File: src/rtl/move_pkg.sv
// Shared definitions for the move controller.
// The ctrl step codes are also decoded by the position counter,
// so they must stay in sync with it.
package move_pkg;

  localparam logic [1:0] CTRL_MOVL = 2'b00;
  localparam logic [1:0] CTRL_MOVR = 2'b01;
  localparam logic [1:0] CTRL_HOLD = 2'b11;

  typedef enum logic [1:0] {
    ST_IDLE     = 2'd0,
    ST_MOVE_L   = 2'd1,
    ST_MOVE_R   = 2'd2,
    ST_RECENTER = 2'd3
  } move_state_t;

endpackage

File: src/rtl/step_timer.sv
// Step-rate timer.
// The tick is high whenever the count sits at zero. A clear parks the
// count at zero, so the first tick lands one cycle after the clear.
// After that, a tick occurs every 'period' cycles.
// The wrap test uses >= so that shortening the period mid-count
// cannot strand the count above the new limit.
module step_timer #(
  parameter int DIV_W = 18
) (
  input  logic             clk,
  input  logic             reset,
  input  logic             clear,
  input  logic [DIV_W-1:0] period,
  output logic             tick
);

  logic [DIV_W-1:0] count;

  // Free-running modulo-period counter, restarted by clear
  always_ff @(posedge clk or negedge reset) begin
    if (!reset) begin
      count <= '0;
    end else if (clear) begin
      count <= '0;
    end else if (count >= period - 1'b1) begin
      count <= '0;
    end else begin
      count <= count + 1'b1;
    end
  end

  assign tick = (count == '0);

endmodule

File: src/rtl/move_controller.sv
// Move controller: turns button levels and recenter pulses into one-cycle
// step pulses for the position counter. Motion is clamped to
// [X_MIN, X_MAX] using the counter's position feedback.
// The optional macro MOVE_ACCEL_EN halves the step period once a move has
// run long enough. Recenter moves always use the base period.
module move_controller
  import move_pkg::*;
#(
  parameter int POS_W    = 10,
  parameter int X_MIN    = 0,
  parameter int X_MAX    = 639,
  parameter int HOME     = 319,
  parameter int STEP_DIV = 200000,
  parameter int DIV_W    = 18
`ifdef MOVE_ACCEL_EN
  ,
  parameter int ACCEL_STEPS = 16
`endif
) (
  input  logic             clk,
  input  logic             reset,
  input  logic             btnL,
  input  logic             btnR,
  input  logic             recenter,
  input  logic [POS_W-1:0] pos,
  output logic [1:0]       ctrl,
  output logic             busy,
  output logic             at_min,
  output logic             at_max
);

  localparam logic [POS_W-1:0] xMin = POS_W'(X_MIN);
  localparam logic [POS_W-1:0] xMax = POS_W'(X_MAX);
  localparam logic [POS_W-1:0] home = POS_W'(HOME);

  move_state_t      state;
  move_state_t      nextState;
  logic [1:0]       ctrlNext;
  logic             clearTimer;
  logic             tick;
  logic [DIV_W-1:0] period;
  logic             atHome;
  logic             canLeft;
  logic             canRight;

  assign at_min   = (pos <= xMin);
  assign at_max   = (pos >= xMax);
  assign atHome   = (pos == home);
  assign canLeft  = (pos > xMin);
  assign canRight = (pos < xMax);

  // Any state change restarts the step timer so the first pulse of a new move
  // is issued one cycle after the move begins.
  assign clearTimer = (nextState != state);

`ifdef MOVE_ACCEL_EN
  localparam int ACW = $clog2(ACCEL_STEPS + 2);
  logic [ACW-1:0] accelCount;
  logic           moving;

  assign moving = (state == ST_MOVE_L) || (state == ST_MOVE_R);

  // Counts pulses in the current move, saturating one past ACCEL_STEPS.
  // The count clears whenever the state changes.
  always_ff @(posedge clk or negedge reset) begin
    if (!reset) begin
      accelCount <= '0;
    end else if (clearTimer) begin
      accelCount <= '0;
    end else if (moving && (ctrlNext != CTRL_HOLD) && (accelCount <= ACW'(ACCEL_STEPS))) begin
      accelCount <= accelCount + 1'b1;
    end
  end

  // The first pulse starts the run.
  // ACCEL_STEPS full-length intervals follow before the half period applies.
  assign period = (moving && (accelCount > ACW'(ACCEL_STEPS)))
                  ? DIV_W'(STEP_DIV / 2) : DIV_W'(STEP_DIV);
`else
  assign period = DIV_W'(STEP_DIV);
`endif

  step_timer #(.DIV_W(DIV_W)) u_timer (
    .clk    (clk),
    .reset  (reset),
    .clear  (clearTimer),
    .period (period),
    .tick   (tick)
  );

  // Next-state selection: recenter outranks the buttons in every state.
  // A move ends on release, on both buttons pressed, or when the bound is reached.
  always_comb begin
    nextState = state;
    case (state)
      ST_IDLE: begin
        if (recenter && !atHome)              nextState = ST_RECENTER;
        else if (btnL && !btnR && canLeft)    nextState = ST_MOVE_L;
        else if (btnR && !btnL && canRight)   nextState = ST_MOVE_R;
      end
      ST_MOVE_L: begin
        if (recenter && !atHome)              nextState = ST_RECENTER;
        else if (!btnL || btnR || !canLeft)   nextState = ST_IDLE;
      end
      ST_MOVE_R: begin
        if (recenter && !atHome)              nextState = ST_RECENTER;
        else if (!btnR || btnL || !canRight)  nextState = ST_IDLE;
      end
      ST_RECENTER: begin
        if (atHome)                           nextState = ST_IDLE;
      end
      default:                                nextState = ST_IDLE;
    endcase
  end

  // Pulse decision on each timer tick. The current position is re-checked
  // here, so a move never steps past a bound. A recenter never steps past home.
  always_comb begin
    ctrlNext = CTRL_HOLD;
    if (tick) begin
      case (state)
        ST_MOVE_L:   if (canLeft)  ctrlNext = CTRL_MOVL;
        ST_MOVE_R:   if (canRight) ctrlNext = CTRL_MOVR;
        ST_RECENTER: begin
          if (pos < home)      ctrlNext = CTRL_MOVR;
          else if (pos > home) ctrlNext = CTRL_MOVL;
        end
        default:               ctrlNext = CTRL_HOLD;
      endcase
    end
  end

  // State register plus registered ctrl and busy outputs.
  // The async reset forces a hold immediately, even mid-pulse.
  always_ff @(posedge clk or negedge reset) begin
    if (!reset) begin
      state <= ST_IDLE;
      ctrl  <= CTRL_HOLD;
      busy  <= 1'b0;
    end else begin
      state <= nextState;
      ctrl  <= ctrlNext;
      busy  <= (nextState == ST_RECENTER);
    end
  end

endmodule

File: config.mk
export PLATFORM = sky130hd
export DESIGN_NAME = move_controller
export DESIGN_NICKNAME = d
export VERILOG_FILES = /design/src/rtl/move_pkg.sv /design/src/rtl/step_timer.sv /design/src/rtl/move_controller.sv
export SDC_FILE = /design/constraint.sdc
export NUM_CORES = 1
export LEC_CHECK = 0
export ABC_AREA = 0
export BUFFER_PORTS_ARGS = -buffer_cell sky130_fd_sc_hd__clkbuf_2
export CAP_MARGIN = 20
export CORE_AREA = 2 2 54 56
export CTS_BUF_LIST = sky130_fd_sc_hd__clkbuf_2
export DETAILED_ROUTE_END_ITERATION = 16
export DIE_AREA = 0 0 56 58
export PLACE_DENSITY = 0.7
export SLEW_MARGIN = 25
export SYNTH_ARGS = -nofsm -noshare
export SYNTH_HDL_FRONTEND = slang
export SYNTH_SLANG_ARGS = --single-unit
File: constraint.sdc
create_clock -name clk -period 3.6 [get_ports clk]
set_clock_uncertainty 0.05 [all_clocks]
set_input_delay 0.36 -clock clk [delete_from_list [all_inputs] [get_ports clk]]
set_output_delay 0.36 -clock clk [all_outputs]
set_load 0.01 [all_outputs]
Word level (Yosys, flattened, before mapping). Index checks and enable logic that the tools add are counted.

Output and inout bits: 5. Bits in registers: 23. Logic and storage cells: 51.

Mux-type cells: 17. Equal/unequal tests: 6. Reduce and logical (&&, ||, !) cells: 16. Order comparisons: 7. Add/subtract/negate cells: 1.

Operators by type and width (count): $mux W18 (2); $mux W2 (13); $add A18 B1 Y18 const B (1); $ge A18 B18 Y1 const B (1); $logic_not A18 Y1 (1); $eq A10 B9 Y1 const B (1); $ge A10 B10 Y1 const B (1); $gt A10 B1 Y1 const B (1); $gt A10 B9 Y1 const B (1); $le A10 B1 Y1 const B (1); $lt A10 B10 Y1 const B (1); $lt A10 B9 Y1 const B (1); $pmux W2 S4 (1); $eq A2 B2 Y1 const B (3); $pmux W2 S3 (1); $logic_and A1 B1 Y1 (5); $logic_not A1 Y1 (5); $logic_or A1 B1 Y1 (4); $eq A2 B1 Y1 const B (1); $logic_not A2 Y1 (1); $ne A2 B2 Y1 (1).

Depth between registers and ports, before layout. Gate-level depths: netlist (run 1).

Depth in word-level cells: 9. Gate-level depth with buffers: 7.

Modules after synthesis. A second synthesis (run 1) with hierarchy kept.

Cells, all modules: 225. Area total of the unflattened synthesis: 1979.4 um^2.

Modules (own cells, without submodules): step_timer (times used 1, area each 1579.0 um^2, sequential area each 450.4 um^2, cells each 178); move_controller (times used 1, area each 400.4 um^2, sequential area each 127.6 um^2, cells each 47).

Least setup slack after synthesis (run 1). Ideal clock, no wire load.

Kind: input to register. Start: input port pos[9]. End: register u_timer.count[10]. Stages on the path: 6. Data arrival time: 1.726 ns. Buffers on the path: 1. Setup time: 0.071 ns. Slack: 1.752 ns. Cell sequence: or4b_4 -> nor3_4 -> mux2i_1 -> nand4_2 -> buf_6 -> nor2_1.

Longest elaborated chain between the ends: 8. Elaborated cells on any way between the ends: 22. Those cells by class: order compare: 2; eq/ne: 2; mux: 10; reduce/logical: 8.

Ends and longest elaborated chain: start, declared (RTL line move_controller.sv:25) `input logic [POS_W-1:0] pos,`; $lt A10 B10 Y1 or $gt A10 B1 Y1 (tied branches) (RTL line move_controller.sv:50, move_controller.sv:49); $logic_and A1 B1 Y1 (tied with other cells) (RTL line move_controller.sv:99) `else if (btnR && !btnL && canRight) nextState = ST_MOVE_R;`; $mux W2 (tied with other cells) (RTL line move_controller.sv:99); $mux W2, on equally long branches (RTL line move_controller.sv:98, move_controller.sv:103, move_controller.sv:107); $mux W2, on equally long branches (RTL line move_controller.sv:97, move_controller.sv:102, move_controller.sv:106); $pmux W2 S4 * (RTL line move_controller.sv:95) `case (state)`; $ne A2 B2 Y1 * (RTL line move_controller.sv:54) `assign clearTimer = (nextState != state);`; $mux W18 * (RTL line step_timer.sv:23) `end else if (clear) begin`; end signal, assigned (RTL line step_timer.sv:28) `count <= count + 1'b1;`; end, declared (RTL line step_timer.sv:17) `logic [DIV_W-1:0] count;`.

Every way passes the cells marked *; elsewhere a longest branch is shown, timed or not.

Worst setup path after layout (run 1).
Start: register state[1]. End: register u_timer.count[4].

Longest elaborated chain between the ends: 6. Elaborated cells on any way between the ends: 15. Those cells by class: eq/ne: 4; mux: 10; reduce/logical: 1.

Ends and longest elaborated chain: start, declared (RTL line move_controller.sv:36) `move_state_t state;`; start signal, assigned (RTL line move_controller.sv:141) `state <= nextState;`; $mux W2 (RTL line move_controller.sv:99); $mux W2 (RTL line move_controller.sv:98) `else if (btnL && !btnR && canLeft) nextState = ST_MOVE_L;`; $mux W2 (RTL line move_controller.sv:97) `if (recenter && !atHome) nextState = ST_RECENTER;`; $pmux W2 S4 (RTL line move_controller.sv:95); $ne A2 B2 Y1 * (RTL line move_controller.sv:54); $mux W18 * (RTL line step_timer.sv:23).

Marked as above.

==> metrics.yaml, run 1 <==
status:
  run_status: "finished, final reports clean"
hold_path:
  hp-start: "btnR"
  hold_class: "input pin to register"
  whs_path_depth: 3
  holdPathEnd: "state[0]"
timing:
  setup_viol: 0
  finalWorstSetupSlack_ps: 1450
  period_needed_ps: 2150
  grt_setup_unrepaired: "false"
  final_hold_viol_count: 0
  finalSetupTns_ps: 0
  holdWs_ps: 281.9
  drv_slew: 0
  slew_headroom: 0.6307
  worst_slew_pin_slew_ps: 553.9
  period_share: 0.5973
  fmax_mhz: 465.0
cells_and_area:
  fin_nets: 182
  n_antenna_cell: 0
  postLayoutCellArea_um2: 1474
  fillers: 251
  syn_to_final_growth_pct: 10.82
  multi_input_area_um2: 701.9
  seq_area_um2: 578.1
  final_layout_size_suffix_gt1_frac: 0.1951
  final_common_cell: "clkbuf_2"
  final_cell_mix: "clkbuf_2, nor2_1, dfrtp_1, xor2_1, nand2_1"
  stdcell_count: 195
critical_path:
  ff2ff_path_depth: 5
  critPathTopFamily: "simple AND/OR/NAND/NOR gates"
  critPathLaunchType: "register"
  critPathRequiredTime_ps: 3820
  cp_cell_sequence: "or3b_1 > a31oi_1 > mux2i_1 > nand4_2 > nor2_1"
  critPathKind: "register to register"
  arrival_ps: 2370
  crit_slowest_cell: "dfrtp_1"
  slowest_delay_ps: 500
  rrSetupSlack_ps: 1450
  rr_endpoint: "u_timer.count[4]"
  r2r_start: "state[1]"
  path_buf_inv: 0
  crit_fanout: 16
  worst_setup_path_end_kind: "register"
synthesis:
  avgSynthCellArea_um2: 9.301
  ys_warn_count: 0
  synth_seq_area_share: 0.4346
  synth_cells: 143
  synth_seq_cells: 23
  netlist_area_um2: 1330
  synth.net_count: 160
  ys_types: 37
routing:
  wl_per_cell_um: 12.84
  vias_per_cell: 5.605
  drtIter0Drc: 32
  wirelength_mm: 2.503
  vias: 1093
  firstDrtPassIters: 4
  ant_nets: 0
  post-route-drc-count: 0
clocking:
  clock_latency_ps: 320
  cts_hold_buffers: 1
  cts.sinks: 23
  cts_root_buf: "clkbuf_2"
  htreeDepth: 1
  cts_tree: "done"
  cts_buffers: 3
  cts_buffer_depth: 2
  clk_pin_slew_worst_paths_ps: 200
  cts_resized: 0
  post_cts_buffers: 0
grt:
  grt_busiest_layer: "met2"
  grt_pass1_vias: 1050
  use_met3: 0.02009
  grt_overflow_total: 0
  grtUsageTotal: 0.1720
  antenna_found_initial: 0
  grt_pass1_wl_mm: 4.395
  grt_use_met1: 0.2117
  grt_max_degree: 24
  met2_usage: 0.2992
floorplanning:
  chipHeight_um: 58
  io_pins: 20
  die_w_um: 56
  rows: 19
  initial_core_util: 0.4995
  fp.dieArea_um2: 3248
  core_um2: 2663
pwr:
  ir_drop_mv: 0.2123
  p_leak_uw: 0.0007245
  power_density_nw_per_um2: 392.0
place:
  portBuffers: 19
  dp_hpwl_mm: 1.973
  place.gp.congestion: 0.9283
  dp_slack_ps: 1354
  placed_area_um2: 1444
  dp.cells: 190
flow_run:
  cap_violations: 0
synth_stat cells:
| library cell | n | area share |
|---|---|---|
| nor2_1 | 21 | 0.059 |
| a211oi_1 | 2 | 0.011 |
| or4b_4 | 1 | 0.010 |
| and2_1 | 1 | 0.0047 |
| o211ai_1 | 2 | 0.011 |
| or3b_1 | 1 | 0.0066 |
| and2b_1 | 1 | 0.0056 |
| and3_1 | 8 | 0.038 |
| buf_2 | 1 | 0.0038 |
| nor3_1 | 5 | 0.019 |
| xor2_1 | 10 | 0.066 |
| buf_1 | 1 | 0.0028 |
| xnor2_1 | 5 | 0.033 |
| nor4_2 | 1 | 0.0094 |
| o2111ai_1 | 1 | 0.0066 |
| mux2i_1 | 3 | 0.023 |
| nand4_2 | 1 | 0.0094 |
| nand4_1 | 4 | 0.019 |
| nand2_1 | 9 | 0.025 |
| ha_1 | 2 | 0.019 |
| and4_1 | 3 | 0.020 |
| inv_1 | 8 | 0.023 |
| dfstp_2 | 2 | 0.040 |
| buf_6 | 1 | 0.0085 |
| nor4_1 | 3 | 0.014 |
| a31oi_1 | 4 | 0.019 |
| nand3_1 | 7 | 0.026 |
| dfrtp_1 | 21 | 0.40 |
| and2_2 | 1 | 0.0056 |
| or2_2 | 2 | 0.0094 |
| nor3_4 | 1 | 0.012 |
| o31ai_1 | 1 | 0.0056 |
| a211o_1 | 1 | 0.0066 |
| o21ai_0 | 5 | 0.019 |
| a21boi_0 | 1 | 0.0056 |
| o21a_1 | 1 | 0.0056 |
| a21oi_1 | 1 | 0.0038 |
worst max-delay path by stage:
| stage | from | endpoint | slack [ps] | cells after the start |
|---|---|---|---|---|
| floorplan | pos[9] | u_timer.count[10] | 1750 | 6 |
| global placement | pos[9] | u_timer.count[16] | 1430 | 6 |
| detailed placement | pos[9] | u_timer.count[4] | 1350 | 6 |
| CTS | state[1] | u_timer.count[4] | 1450 | 5 |
| global route | state[1] | u_timer.count[15] | 1290 | 5 |
| finish | state[1] | u_timer.count[4] | 1450 | 5 |
worst min-delay path, cell delays in order:
cell and delay, ps:
clkbuf_2 80, or3b_1 120, o21ai_0 70
logic make-up (layout without fill, tap and decap cells):
group / Yosys count / in the layout / share of synthesized area
adders and majority gates: 2 / 2 / 0.01881
and+or+nand+nor: 70 / 70 / 0.2935
AOI/OAI and AO/OA: 19 / 19 / 0.09407
muxes: 3 / 3 / 0.02258
DFF: 23 / 23 / 0.4346
xor gates and xnor gates: 15 / 15 / 0.09877
buffers and inverters: 11 / 32 / 0.03762
metrics by stage:
step / power (uW) / utilization
finish: 577.8 / 0.5536
global route: 624.7 / 0.5536
global placement: 478.6 / 0.5423
detailed placement: 480.8 / 0.5423
CTS: 584.5 / 0.5536
floorplan: 433.7 / -
power breakdown:
part / switching (uW) / internal [uW]
clock: 71.3 / 29.4
sequential: 28.4 / 299
combinational: 86.2 / 63.6
sequential cells by signal, summed over array words and instances, names as in the netlist:
register,count
busy,1
ctrl,2
state,2
u_timer.count,18
cell type report:
| class | instances | share of cell area |
|---|---|---|
| Multi-Input combinational cell | 109 | 0.4762 |
| Sequential cell | 23 | 0.3922 |
| Timing Repair Buffer | 20 | 0.07131 |
| Tap cell | 31 | 0.02632 |
| Inverter | 8 | 0.02037 |
| Clock buffer | 4 | 0.01358 |
layer usage:
layer / vias to the layer above / wire length, um
met5: - / 0
met4: 0 / 45
met3: 4 / 88
met2: 38 / 1202
met1: 503 / 1167
li1: 548 / -
(Power assumes the default switching activity.)
==> run 2, diff against run 1 <==
==> constraint.sdc (replaced) <==
create_clock -name clk -period 2 [get_ports clk]
set_clock_uncertainty 0.05 [all_clocks]
set_input_delay 0.2 -clock clk [delete_from_list [all_inputs] [get_ports clk]]
set_output_delay 0.2 -clock clk [all_outputs]
set_load 0.01 [all_outputs]
==> metrics.yaml, run 2 (synthesis gave the netlist of run 1 again) <==
status:
  run_status: "finished, final reports clean"  # unchanged
critical_path:
  crit_fanout: 2  # was 16
  worst_setup_path_end_kind: "register"  # unchanged
  rr_endpoint: "u_timer.count[1]"  # was u_timer.count[4]
  ff2ff_path_depth: 6  # was 5
  critPathLaunchType: "register"  # unchanged
  arrival_ps: 2080  # was 2370 ps
  r2r_start: "state[1]"  # unchanged
  critPathRequiredTime_ps: 2240  # was 3820 ps
  critPathKind: "register to register"  # unchanged
  rrSetupSlack_ps: 160  # was 1450 ps
routing:
  vias_per_cell: 5.528  # was 5.605
  wirelength_mm: 2.663  # was 2.503 mm
  wl_per_cell_um: 13.38  # was 12.84 um
  firstDrtPassIters: 4  # unchanged
  drtIter0Drc: 27  # was 32
  post-route-drc-count: 0  # unchanged
  ant_nets: 0  # unchanged
  vias: 1100  # was 1093
floorplanning:
  io_pins: 20  # unchanged
  die_w_um: 56  # unchanged
  initial_core_util: 0.4995  # unchanged
  chipHeight_um: 58  # unchanged
  fp.dieArea_um2: 3248  # unchanged
  core_um2: 2663  # unchanged
  rows: 19  # unchanged
timing:
  worst_slew_pin_slew_ps: 549.5  # was 553.9 ps
  holdWs_ps: 128.8  # was 281.9 ps
  finalSetupTns_ps: 0  # unchanged
  setup_viol: 0  # unchanged
  period_share: 0.9197  # was 0.5973
  period_needed_ps: 1839  # was 2150 ps
  grt_setup_unrepaired: "false"  # unchanged
  drv_slew: 0  # unchanged
  final_hold_viol_count: 0  # unchanged
  fmax_mhz: 543.7  # was 465.0 MHz
  slew_headroom: 0.6337  # was 0.6307
pwr:
  fin_total_pwr_uw: 1069  # was 577.8 uW
  power_density_nw_per_um2: 705.9  # was 392.0 nW/um2
  ir_drop_mv: 0.4033  # was 0.2123 mV
  p_leak_uw: 0.0007443  # was 0.0007245 uW
clocking:
  htreeDepth: 1  # unchanged
  clk_pin_slew_worst_paths_ps: 210  # was 200 ps
  cts.sinks: 23  # unchanged
  clock_latency_ps: 330  # was 320 ps
  cts_root_buf: "clkbuf_2"  # unchanged
  cts_buffers: 3  # unchanged
  cts_buffer_depth: 2  # unchanged
  cts_tree: "done"  # unchanged
grt:
  grtUsageTotal: 0.1817  # was 0.1720
  antenna_found_initial: 0  # unchanged
  grt_pass1_wl_mm: 4.664  # was 4.395 mm
  grt_pass1_vias: 1109  # was 1050
  grt_overflow_total: 0  # unchanged
  grt_max_degree: 24  # unchanged
place:
  dp.cells: 193  # was 190
  place.gp.congestion: 0.9046  # was 0.9283
  dp_hpwl_mm: 2.082  # was 1.973 mm
  portBuffers: 19  # unchanged
cells_and_area:
  fillers: 241  # was 251
  top_regs: "u_timer.count x18, ctrl x2, state x2"  # unchanged
  largest_reg_flops: 18  # unchanged
  stdcell_count: 199  # was 195
  regMostFlops: "u_timer.count"  # unchanged
  fin_nets: 186  # was 182
  final_common_cell: "clkbuf_2"  # unchanged
  syn_to_final_growth_pct: 13.83  # was 10.82%
  final_cell_mix: "clkbuf_2, nor2_1, dfrtp_1, xor2_1, nand2_1"  # unchanged
  final_layout_size_suffix_gt1_frac: 0.2262  # was 0.1951
  n_antenna_cell: 0  # unchanged
hold_path:
  hp-start: "btnR"  # unchanged
  whs_path_depth: 3  # unchanged
  holdPathEnd: "state[0]"  # unchanged
  hold_class: "input pin to register"  # unchanged
flow_run:
  cap_violations: 0  # unchanged
[run 2: cell count changes in the layout (fill, tap and decap cells not counted), sizes merged]
cell | previous run | this run
buf | 0 | 4
[run 2: worst max-delay path by stage]
stage | slack (ps) | start | end | cells past startpoint
3_3_place_gp | 200 | pos[7] | u_timer.count[15] | 7
5_1_grt | 20 | state[1] | u_timer.count[14] | 6
4_1_cts | 130 | state[1] | u_timer.count[4] | 6
6_report | 160 | state[1] | u_timer.count[1] | 6
3_5_place_dp | 120 | pos[7] | u_timer.count[4] | 7
2_1_floorplan | 160 | state[1] | u_timer.count[10] | 7
[run 2: where the power goes]
group | internal [uW] | leakage, uW | switching [uW] | total, uW
combinational | 127 | 0.000432 | 164 | 292
clock | 52.9 | 0.0000166 | 138 | 191
sequential | 538 | 0.000296 | 47.9 | 586
[run 2: layout make-up]
type                       count  area (um2)  share of cell area
clock buffer                   4       20.02             0.01322
sequential                    23       578.1              0.3818
tap                           31       38.79             0.02562
inverter                       8       30.03             0.01983
timing repair buffer          24       135.1             0.08926
multi-input combinational    109       711.9              0.4702
[run 2: what timing repair did]
action | in CTS | in global routing
setup endpoints to repair | 0 | 16
resized for setup | 0 | 2
buffers inserted | 0 | 1
hold buffers | 1 | 0
hold endpoints to repair | 21 | 0
[run 2: layer usage]
layer / share of wire / up-vias / GRT usage
met5: 0 / - / 0
met4: 0.016 / 0 / 0.09864
met3: 0.034 / 4 / 0.02455
met2: 0.51 / 26 / 0.3412
met1: 0.44 / 515 / 0.1980
li1: - / 555 / -
[run 2: per-stage QoR]
stage	area, um2	util	worst slack [ps]
4_1_cts	1496	0.5620	125.6
2_1_floorplan	1330	-	163.3
3_5_place_dp	1466	0.5508	116.4
3_3_place_gp	1466	0.5508	200.6
6_report	1514	0.5686	160.6
5_1_grt	1514	0.5686	21.56
[run 2: worst max-delay path, cell delays in order, from the launching register on]
cell	delay, ps
dfrtp_1	430
or3b_1	390
a31oi_2	200
mux2i_2	260
buf_4	140
and3_1	180
and3_1	160
==> run 3, diff against run 2 <==
==> constraint.sdc (replaced) <==
create_clock -name clk -period 1.7 [get_ports clk]
set_clock_uncertainty 0.05 [all_clocks]
set_input_delay 0.17 -clock clk [delete_from_list [all_inputs] [get_ports clk]]
set_output_delay 0.17 -clock clk [all_outputs]
set_load 0.01 [all_outputs]
==> metrics.yaml, run 3 (synthesis gave the netlist of run 1 again) <==
floorplanning:
  rows: 19  # unchanged
  fp.dieArea_um2: 3248  # unchanged
  core_um2: 2663  # unchanged
  io_pins: 20  # unchanged
  chipHeight_um: 58  # unchanged
  initial_core_util: 0.4995  # unchanged
  die_w_um: 56  # unchanged
routing:
  drtIter0Drc: 14  # was 27
  vias: 1199  # was 1100
  wl_per_cell_um: 13.45  # was 13.38 um
  ant_nets: 0  # unchanged
  vias_per_cell: 5.629  # was 5.528
  post-route-drc-count: 0  # unchanged
  wirelength_mm: 2.864  # was 2.663 mm
  firstDrtPassIters: 4  # unchanged
pwr:
  ir_drop_mv: 0.6083  # was 0.4033 mV
  power_density_nw_per_um2: 843.5  # was 705.9 nW/um2
  p_leak_uw: 0.0008120  # was 0.0007443 uW
grt:
  grt_pass1_wl_mm: 4.671  # was 4.664 mm
  grt_pass1_vias: 1156  # was 1109
  antenna_found_initial: 0  # unchanged
  grt_max_degree: 24  # unchanged
  grt_overflow_total: 0  # unchanged
  grtUsageTotal: 0.1821  # was 0.1817
timing:
  final_hold_viol_count: 0  # unchanged
  grt_setup_unrepaired: "true"  # was false
  setup_viol: 18  # was 0
  finalWorstSetupSlack_ps: -104.5  # was 160.6 ps
  period_share: 1.061  # was 0.9197
  finalSetupTns_ps: -1471  # was 0 ps
  slew_headroom: 0.5485  # was 0.6337
  fmax_mhz: 554.2  # was 543.7 MHz
  worst_slew_pin_slew_ps: 671.1  # was 549.5 ps
  holdWs_ps: 100.3  # was 128.8 ps
  period_needed_ps: 1805  # was 1839 ps
  drv_slew: 0  # unchanged
clocking:
  clock_latency_ps: 330  # about the same
  cts.sinks: 23  # unchanged
  cts_buffer_depth: 2  # unchanged
  cts_tree: "done"  # unchanged
  cts_root_buf: "clkbuf_2"  # unchanged
  cts_buffers: 3  # unchanged
  clk_pin_slew_worst_paths_ps: 220  # was 210 ps
  htreeDepth: 1  # unchanged
cells_and_area:
  regMostFlops: "u_timer.count"  # unchanged
  fillers: 222  # was 241
  final_common_cell: "clkbuf_2"  # unchanged
  fin_nets: 200  # was 186
  final_cell_mix: "clkbuf_2, dfrtp_1, buf_4, nor2_1, xor2_1"  # was clkbuf_2, nor2_1, dfrtp_1, xor2_1, nand2_1
  largest_reg_flops: 18  # unchanged
  stdcell_count: 213  # was 199
  n_antenna_cell: 0  # unchanged
  syn_to_final_growth_pct: 27.56  # was 13.83%
  fin_util: 0.6372  # was 0.5686
  top_regs: "u_timer.count x18, ctrl x2, state x2"  # unchanged
  multi_input_area_um2: 784.5  # was 711.9 um2
  seq_area_um2: 578.1  # unchanged
  final_layout_size_suffix_gt1_frac: 0.3571  # was 0.2262
hold_path:
  hold_class: "input pin to register"  # unchanged
  whs_path_depth: 3  # unchanged
critical_path:
  crit_slowest_cell: "dfrtp_1"  # unchanged
  crit_fanout: 2  # unchanged
  cp_cell_sequence: "or3b_4 > a31oi_4 > mux2i_2 > buf_4 > and3_4 > and3_1"  # was or3b_1 > a31oi_2 > mux2i_2 > buf_4 > and3_1 > and3_1
  critPathRequiredTime_ps: 1950  # was 2240 ps
  worst_setup_path_end_kind: "register"  # unchanged
  ff2ff_path_depth: 6  # unchanged
  critical_path_depth: 6  # unchanged
  path_buf_inv: 1  # unchanged
  critPathKind: "register to register"  # unchanged
  critPathLaunchType: "register"  # unchanged
  critPathTopFamily: "simple AND/OR/NAND/NOR gates"  # unchanged
  slowest_delay_ps: 430  # about the same
  arrival_ps: 2050  # was 2080 ps
flow_run:
  cap_violations: 0  # unchanged
place:
  dp.cells: 205  # was 193
  place.gp.congestion: 0.8063  # was 0.9046
  portBuffers: 19  # unchanged
  dp_hpwl_mm: 2.168  # was 2.082 mm
status:
  run_status: "complete, but fails checks"  # was finished, final reports clean
  violations: "setup timing"
## run 3: worst register-to-register path: stages, from the launching register on
cell	delay, ps
dfrtp_1	430
or3b_4	390
a31oi_4	170
mux2i_2	270
buf_4	150
and3_4	170
and3_1	150
## run 3: stage by stage
stage / power [uW] / setup slack, ps / area, um2
global placement: 1102 / -39.35 / 1556
CTS: 1348 / -83.71 / 1590
global route: 1529 / -195.8 / 1697
finish: 1431 / -104.5 / 1697
floorplan: 922.6 / -115.1 / 1336
detailed placement: 1115 / -103.1 / 1556
## run 3: worst paths after layout
kind,from,end,slack (ps)
min in group asynchronous,reset,u_timer.count[0],270
min reg2reg,state[0],ctrl[0],530
max in group asynchronous,reset,ctrl[0],940
max,state[1],u_timer.count[1],-100
max reg2reg,state[1],u_timer.count[1],-100
min,btnR,state[0],100
## run 3: routing by layer
metal,track usage,vias to the layer above,wire length [um]
met5,0,-,0
met4,0.07823,0,38
met3,0.02009,4,98
met2,0.3529,28,1492
met1,0.2006,578,1235
li1,-,589,-
## run 3: area by class of cell
type | count | area share
sequential | 23 | 0.3407
inverter | 8 | 0.01770
tap | 31 | 0.02286
multi-input combinational | 109 | 0.4624
timing repair buffer | 38 | 0.1445
clock buffer | 4 | 0.01180
## run 3: power by group
group	switching (uW)	internal, uW
clock network	164	62.2
registers	40.5	633
logic	268	264
## run 3: timing repair
action                                  4_1_cts  5_1_grt
pin swaps                                     0        6
hold buffers                                  1        0
cloned                                        0        1
buffers inserted                              0        2
endpoints found under the hold margin        21        0
gates resized for setup                       1       22
endpoints found under the setup margin       18       20
